--- src/rtl/trace_collector.sv ---
// Writeback trace collector: buffers qualifying register-write events in a FIFO
// and serializes each 72-bit record as nine bytes over a valid/ready stream.
module trace_collector #(
    parameter int DEPTH       = 8,
    parameter bit FILTER_ZERO = 1'b1
) (
    input  logic                     clk,
    input  logic                     rst,
    input  logic                     debug_reg_write_en,
    input  logic [4:0]               debug_reg_write_addr,
    input  logic [31:0]              debug_reg_write_data,
    input  logic [31:0]              debug_pc_addr,
    output logic                     out_valid,
    output logic [7:0]               out_data,
    input  logic                     out_ready,
    output logic                     overflow,
    output logic [15:0]              drop_count,
    output logic [$clog2(DEPTH):0]   fifo_count
);

    localparam int AW = $clog2(DEPTH);
    localparam logic [AW:0]   FIFO_FULL = DEPTH[AW:0];
    localparam logic [AW:0]   CNT_ONE   = 1;
    localparam logic [AW-1:0] PTR_ONE   = 1;

    localparam logic [0:0] IDLE = 1'b0;
    localparam logic [0:0] SEND = 1'b1;

    logic [71:0]   mem [DEPTH];
    logic [AW-1:0] wr_ptr;
    logic [AW-1:0] rd_ptr;
    logic [0:0]    state;
    logic [71:0]   shreg;
    logic [3:0]    index;

    logic qualify;
    logic record_end;
    logic pop;
    logic push;
    logic drop;
    logic [71:0] record;

    // A full FIFO still accepts a push when the serializer pops on the same edge.
    always_comb begin
        qualify    = debug_reg_write_en && !(FILTER_ZERO && (debug_reg_write_addr == 5'd0));
        record_end = (state == SEND) && out_ready && (index == 4'd8);
        pop        = (fifo_count != '0) && ((state == IDLE) || record_end);
        push       = qualify && ((fifo_count != FIFO_FULL) || pop);
        drop       = qualify && !push;
        record     = {debug_pc_addr, 3'b000, debug_reg_write_addr, debug_reg_write_data};
    end

    always_ff @(posedge clk) begin
        if (push && !rst) begin
            mem[wr_ptr] <= record;
        end
    end

    always_ff @(posedge clk) begin
        if (rst) begin
            wr_ptr     <= '0;
            rd_ptr     <= '0;
            fifo_count <= '0;
            overflow   <= 1'b0;
            drop_count <= 16'd0;
        end else begin
            if (push) begin
                wr_ptr <= wr_ptr + PTR_ONE;
            end
            if (pop) begin
                rd_ptr <= rd_ptr + PTR_ONE;
            end
            case ({push, pop})
                2'b10:   fifo_count <= fifo_count + CNT_ONE;
                2'b01:   fifo_count <= fifo_count - CNT_ONE;
                default: fifo_count <= fifo_count;
            endcase
            if (drop) begin
                overflow <= 1'b1;
                if (drop_count != 16'hFFFF) begin
                    drop_count <= drop_count + 16'd1;
                end
            end
        end
    end

    // The head byte always sits in shreg[71:64]; each transfer shifts the next one up.
    always_ff @(posedge clk) begin
        if (rst) begin
            state <= IDLE;
            shreg <= 72'd0;
            index <= 4'd0;
        end else begin
            case (state)
                IDLE: begin
                    if (pop) begin
                        shreg <= mem[rd_ptr];
                        index <= 4'd0;
                        state <= SEND;
                    end
                end
                SEND: begin
                    if (out_ready) begin
                        if (index == 4'd8) begin
                            if (pop) begin
                                shreg <= mem[rd_ptr];
                                index <= 4'd0;
                            end else begin
                                index <= 4'd0;
                                state <= IDLE;
                            end
                        end else begin
                            shreg <= shreg << 8;
                            index <= index + 4'd1;
                        end
                    end
                end
                default: state <= IDLE;
            endcase
        end
    end

    always_comb begin
        out_valid = (state == SEND);
        out_data  = (state == SEND) ? shreg[71:64] : 8'h00;
    end

endmodule

--- config.mk ---
export PLATFORM = sky130hd
export DESIGN_NAME = trace_collector
export DESIGN_NICKNAME = d
export VERILOG_FILES = /design/src/rtl/trace_collector.sv
export SDC_FILE = /design/constraint.sdc
export NUM_CORES = 1
export LEC_CHECK = 0
export BUFFER_PORTS_ARGS = -buffer_cell sky130_fd_sc_hd__buf_2
export CORE_ASPECT_RATIO = 2
export CORE_MARGIN = 5
export CORE_UTILIZATION = 55
export DETAILED_ROUTE_END_ITERATION = 7
export GPL_TIMING_DRIVEN = 1
export PLACE_DENSITY = 0.79
export SYNTH_ARGS = -nofsm -noshare
export SYNTH_HDL_FRONTEND = slang
export SYNTH_SLANG_ARGS = --single-unit
--- constraint.sdc ---
create_clock -name clk -period 8.54 [get_ports clk]
set_input_delay 1.281 -clock clk [delete_from_list [all_inputs] [get_ports clk]]
set_output_delay 1.281 -clock clk [all_outputs]
set_load 0.1 [all_outputs]
## Yosys cells after proc, flatten, opt, wreduce, memory -nomap -nowiden

Memory sizes are Yosys's and may differ from the RTL's. A register that Yosys moved wholly into a read port is not among the register bits.
Cells that the tools add are included.
W data, S select, Z words.

| word-level totals | value |
|---|---|
| logic and storage cells | 58 |
| input port bits | 73 |
| bits in writable memories | 552 |
| memories kept | 1 |
| register bits after elaboration | 104 |
| output and inout port bits | 30 |

Memory list:

| name | words | bits a word | rd ports | clocked after memory_dff | wr ports | RTL line | source |
|---|---|---|---|---|---|---|---|
| mem | 8 | 69 | 1 | 1 | 1 | 29 | `logic [71:0] mem [DEPTH];` |

| operators by class | value |
|---|---|
| eq/ne operators | 7 |
| multiplexer cells | 18 |
| bitwise logic cells | 1 |
| add/subtract/negate cells | 6 |
| reductions and logical operators | 17 |

Operators by type and width:

| kind | number |
|---|---|
| $mux W72 | 3 |
| $pmux W72 S2 | 1 |
| $add A16 B1 Y16 const B | 1 |
| $ne A16 B16 Y1 const B | 1 |
| $pmux W4 S2 | 2 |
| $mux W4 | 3 |
| $add A4 B1 Y4 const B | 2 |
| $mux W8 | 1 |
| $logic_and A1 B1 Y1 | 7 |
| $add A3 B1 Y3 const B | 2 |
| $mux W3 | 2 |
| $logic_not A5 Y1 | 1 |
| $mux W1 | 5 |
| $eq A4 B4 Y1 const B | 1 |
| $ne A2 B2 Y1 const B | 2 |
| $ne A4 B4 Y1 const B | 1 |
| $reduce_and A2 Y1 | 2 |
| $reduce_bool A4 Y1 | 1 |
| $sub A4 B1 Y4 const B | 1 |
| $logic_not A1 Y1 | 3 |
| $eq A2 B1 Y1 const B | 1 |
| $eq A2 B2 Y1 const B | 1 |
| $logic_or A1 B1 Y1 | 2 |
| $pmux W1 S2 | 1 |
| 2 further kinds | 2 |

## Logic depth before layout (Yosys ltp)

| logic depth | value |
|---|---|
| depth in word-level cells | 9 |
| depth in mapped cells | 13 |
| mapped depth without buffers | 12 |

## Worst setup path before layout

No wires, ideal clock.

| timing path | value |
|---|---|
| kind | input -> register |
| start point | in out_ready |
| end point | mem mem[0][0] in the netlist's numbering, enable pin |
| setup time | 581 ps |
| path buffers | 0 |
| data required time | 7959 ps |
| cell stages on the path | 5 |
| slack | 1193 ps |
| data arrival time | 6766 ps |
| cells stage by stage | nand4b_1 > and3_1 > nor3_1 > nand2b_1 > nor3_1 |

| on the way | value |
|---|---|
| longest elaborated chain between the ends | 9 |

RTL lines:

| item | RTL line | source |
|---|---|---|
| from (decl) | 15 | `input logic out_ready,` |
| $logic_and A1 B1 Y1 (2 in series) | 46 | `record_end = (state == SEND) && out_ready && (index == 4'd8);` |
| $logic_or A1 B1 Y1 | 47 | `pop = (fifo_count != '0) && ((state == IDLE) \|\| record_end);` |
| $logic_and A1 B1 Y1 | 47 |  |
| $logic_or A1 B1 Y1 | 48 | `push = qualify && ((fifo_count != FIFO_FULL) \|\| pop);` |
| $logic_and A1 B1 Y1 | 48 |  |
| $logic_and A1 B1 Y1 | 54 | `if (push && !rst) begin` |
| $mux W1 | 54 |  |
| $mux W1 (not written as such) | 55 | `mem[wr_ptr] <= record;` |
| to (decl) | 29 |  |

No other way between the ends.

## Final worst setup path

| timing path | value |
|---|---|
| start point | in debug_reg_write_addr[0] |
| end point | mem mem[6][41] in the netlist's numbering, enable pin |

| on the way | value |
|---|---|
| longest elaborated chain between the ends | 7 |

RTL lines:

| item | RTL line | source |
|---|---|---|
| from (decl) | 10 | `input logic [4:0] debug_reg_write_addr,` |
| $logic_not A5 Y1 | 45 | `qualify = debug_reg_write_en && !(FILTER_ZERO && (debug_reg_write_addr == 5'd0));` |
| $logic_not A1 Y1 | 45 |  |
| $logic_and A1 B1 Y1 | 45 |  |
| $logic_and A1 B1 Y1 | 48 |  |
| $logic_and A1 B1 Y1 | 54 |  |
| $mux W1 | 54 |  |
| $mux W1 (not written as such) | 55 |  |

No other way between the ends.

==> impl_metrics.py <==
metrics = {
    "run_status": {
        "status": "finished clean",
    },
    "power": {
        "power_switching_share_pct": 28.3,
        "p_leak_nw": 9.00,
        "comb_power_share_pct": 20.5,
        "ir_drop_mv": 0.231,
        "switching_power_w": 0.00230,
        "pwr-share-seq_pct": 48.6,
        "p_int_w": 0.00583,
        "p_total_w": 0.00812,
        "power.density_nw_per_um2": 289,
        "p_clk_share_pct": 30.9,
    },
    "place": {
        "gp_congestion": 0.839,
        "place_hpwl_um": 29500,
        "dp_cells": 1928,
        "port_buffers": 102,
    },
    "detailed_routing": {
        "dr.first_iter.drc_count": 1404,
        "drc": 0,
        "drt-pass1-iter-count": 6,
        "wl_um": 52400,
        "vias": 12991,
        "viasPerCell": 6.39,
        "wl_per_cell_um": 25.8,
        "ant_nets": 0,
    },
    "sta": {
        "fin_crit_ns": 4.07,
        "relSlewSlack_pct": 24.2,
        "timing.fmax_mhz": 246,
        "worst_slew_pin_slew_ns": 1.14,
        "clock_skew_ns": 0.0136,
        "setup_violations": 0,
        "hold_viol_final": 0,
        "slew_viol_final": 0,
        "finalCritPeriodShare_pct": 47.7,
        "rsz0062_at_grt": "no",
        "final.setup.tns_ns": 0,
    },
    "grt": {
        "grt_overflow": 0,
        "grtUsageTotal_pct": 20.8,
        "grt_pass1_vias": 13468,
        "grt_pass1_wl_um": 80600,
        "antenna_found_initial": 6,
        "grt_max_degree": 78,
    },
    "cts": {
        "ctsResizeCount": 0,
        "clk_latency_ns": 0.60,
        "clockBufferDepth": 3,
        "cts_root_buf": "clkbuf_16",
        "cts_max_level": 2,
        "path_clk_slew_ns": 0.06,
        "cts_tree": "built",
        "holdBufCountCts": 0,
        "cts_made_buffers": 54,
        "cts.sinks": 659,
        "postCtsSetupBuffers": 0,
    },
    "logic_synthesis": {
        "synthTopCellsByArea": "edfxtp_1 (66%), mux4_2 (12%), dfxtp_1 (8.5%)",
        "yosysTopAreaCellShare_pct": 65.9,
        "synth_edf_count": 552,
        "synth_top_area_cell": "edfxtp_1",
        "yosys.cell_count.top_type": "edfxtp_1",
        "synth_cell_types": 53,
        "ys_ff_latch": 659,
        "syn_area_um2": 25200,
        "synth_ff_type": "edfxtp_1",
        "synth.yosys.seq_area_share_pct": 74.4,
        "postSynth.asyncResetShare_pct": 0,
        "synthCells": 1312,
        "yosys-top-cells-count": "edfxtp_1 (552), nor2_1 (142), mux4_2 (138), dfxtp_1 (107), a2111oi_0 (43)",
        "avgSynthCellArea_um2": 19.2,
        "yosys_warnings": 0,
        "synth_nets": 1393,
    },
    "final_layout": {
        "final_cells": 2034,
        "nFillCells": 3016,
        "layout-drive-gt1-share_pct": 27.5,
        "area_growth_pct": 11.8,
        "fin_nets": 1500,
    },
    "worst_hold_path": {
        "min_path_type": "reg2reg",
    },
    "floorplan": {
        "die_width_um": 161,
        "row_count": 111,
        "io_pins": 103,
        "die_y_um": 312,
        "start_util_pct": 55.2,
        "die_area_um2": 50400,
        "core_um2": 45600,
    },
    "critical_path": {
        "crit_arrival_ns": 4.29,
        "cp_top_family": "simple AND/OR/NAND/NOR gates",
        "required_ns": 8.76,
        "cp_slowest_cell": "buf_4",
        "worst-setup-path-type": "in2reg",
        "start_kind": "input pin",
        "path_max_fanout": 50,
        "crit_path_end_kind": "flop",
        "max_stage_delay_ns": 0.81,
        "cp_cell_sequence": "buf_2 > or4_1 > o21ai_1 > nor3_1 > nand2b_1 > nor2_4 > buf_4",
        "path_buf_inv": 2,
    },
    "job": {
        "drv_cap": 0,
    },
}
-- layer usage --
metal | vias to the layer above | share of wire (%) | track usage [%]
met1 | 6691 | 37 | 26.8
met4 | 4 | 3.4 | 6.89
met5 | - | 0.052 | 0
li1 | 5575 | - | -
met2 | 596 | 52 | 36.3
met3 | 125 | 6.8 | 3.52
-- power by group through the flow --
stage / Sequential [W] / Combinational (W) / Clock (W)
2_1_floorplan: 0.00392 / 0.00128 / 0
3_3_place_gp: 0.00400 / 0.00160 / 0
3_5_place_dp: 0.00401 / 0.00165 / 0
4_1_cts: 0.00395 / 0.00167 / 0.00255
5_1_grt: 0.00398 / 0.00179 / 0.00268
6_report: 0.00395 / 0.00166 / 0.00251
-- placed cells by master (no fill, tap or decap), types with 24 or more instances in the layout --
master	n
a2111oi_0	43
buf_2	101
buf_4	24
clkbuf_16	55
dfxtp_1	104
edfxtp_1	552
mux2_2	29
mux2i_1	42
mux4_2	138
nor2_1	135
-- layout make-up --
type | instances | area (um2) | share of cell area (%)
Sequential cell | 659 | 18700 | 66.6
Multi-Input combinational cell | 572 | 6160 | 21.9
Clock buffer | 70 | 1470 | 5.24
Tap cell | 565 | 707 | 2.51
Timing Repair Buffer | 125 | 686 | 2.44
Clock inverter | 31 | 332 | 1.18
Inverter | 7 | 26.3 | 0.0934
Antenna cell | 5 | 12.5 | 0.0445
-- worst min-delay path, delay by kind of cell (launching register included) --
family,cells,cell delay [ns]
flops,1,0.33
simple gates,2,0.12
-- registers in the layout, indices dropped and copies added, names as in the netlist, named ones only --
register	flops
drop_count	16
fifo_count	4
index	4
mem	552
out_valid	1
overflow	1
rd_ptr	3
shreg	72
wr_ptr	3
-- final timing paths --
check | start | endpoint | slack, ns | cells after the start
max | debug_reg_write_addr[0] | mem[6][41] | 4.47 | 7
min | overflow | overflow | 0.47 | 2
max reg2reg | index[0] | mem[6][41] | 4.72 | 8
min reg2reg | overflow | overflow | 0.47 | 2
-- kinds of logic after synthesis --
| kind of cell | count (synthesis) | synth area share (%) |
|---|---|---|
| DFF | 659 | 74.4 |
| and+or+nand+nor | 217 | 4.01 |
| muxes | 209 | 15.3 |
| AOI/OAI and AO/OA | 127 | 4.01 |
| buffers and inverters | 81 | 1.44 |
| xor gates and xnor gates | 11 | 0.383 |
| adders and majority gates | 8 | 0.428 |
-- through the flow --
step / area, um2 / hold slack (ns) / util (%) / setup WS (ns)
floorplan: 25200 / 0.464 / - / 1.19
global placement: 26300 / 0.464 / 57.8 / 3.98
detailed placement: 26300 / 0.466 / 57.8 / 3.84
CTS: 28100 / 0.482 / 61.7 / 4.44
global route: 28100 / 0.534 / 61.7 / 4.38
finish: 28100 / 0.473 / 61.7 / 4.47
No activity file was read; power rests on OpenSTA's default activity.
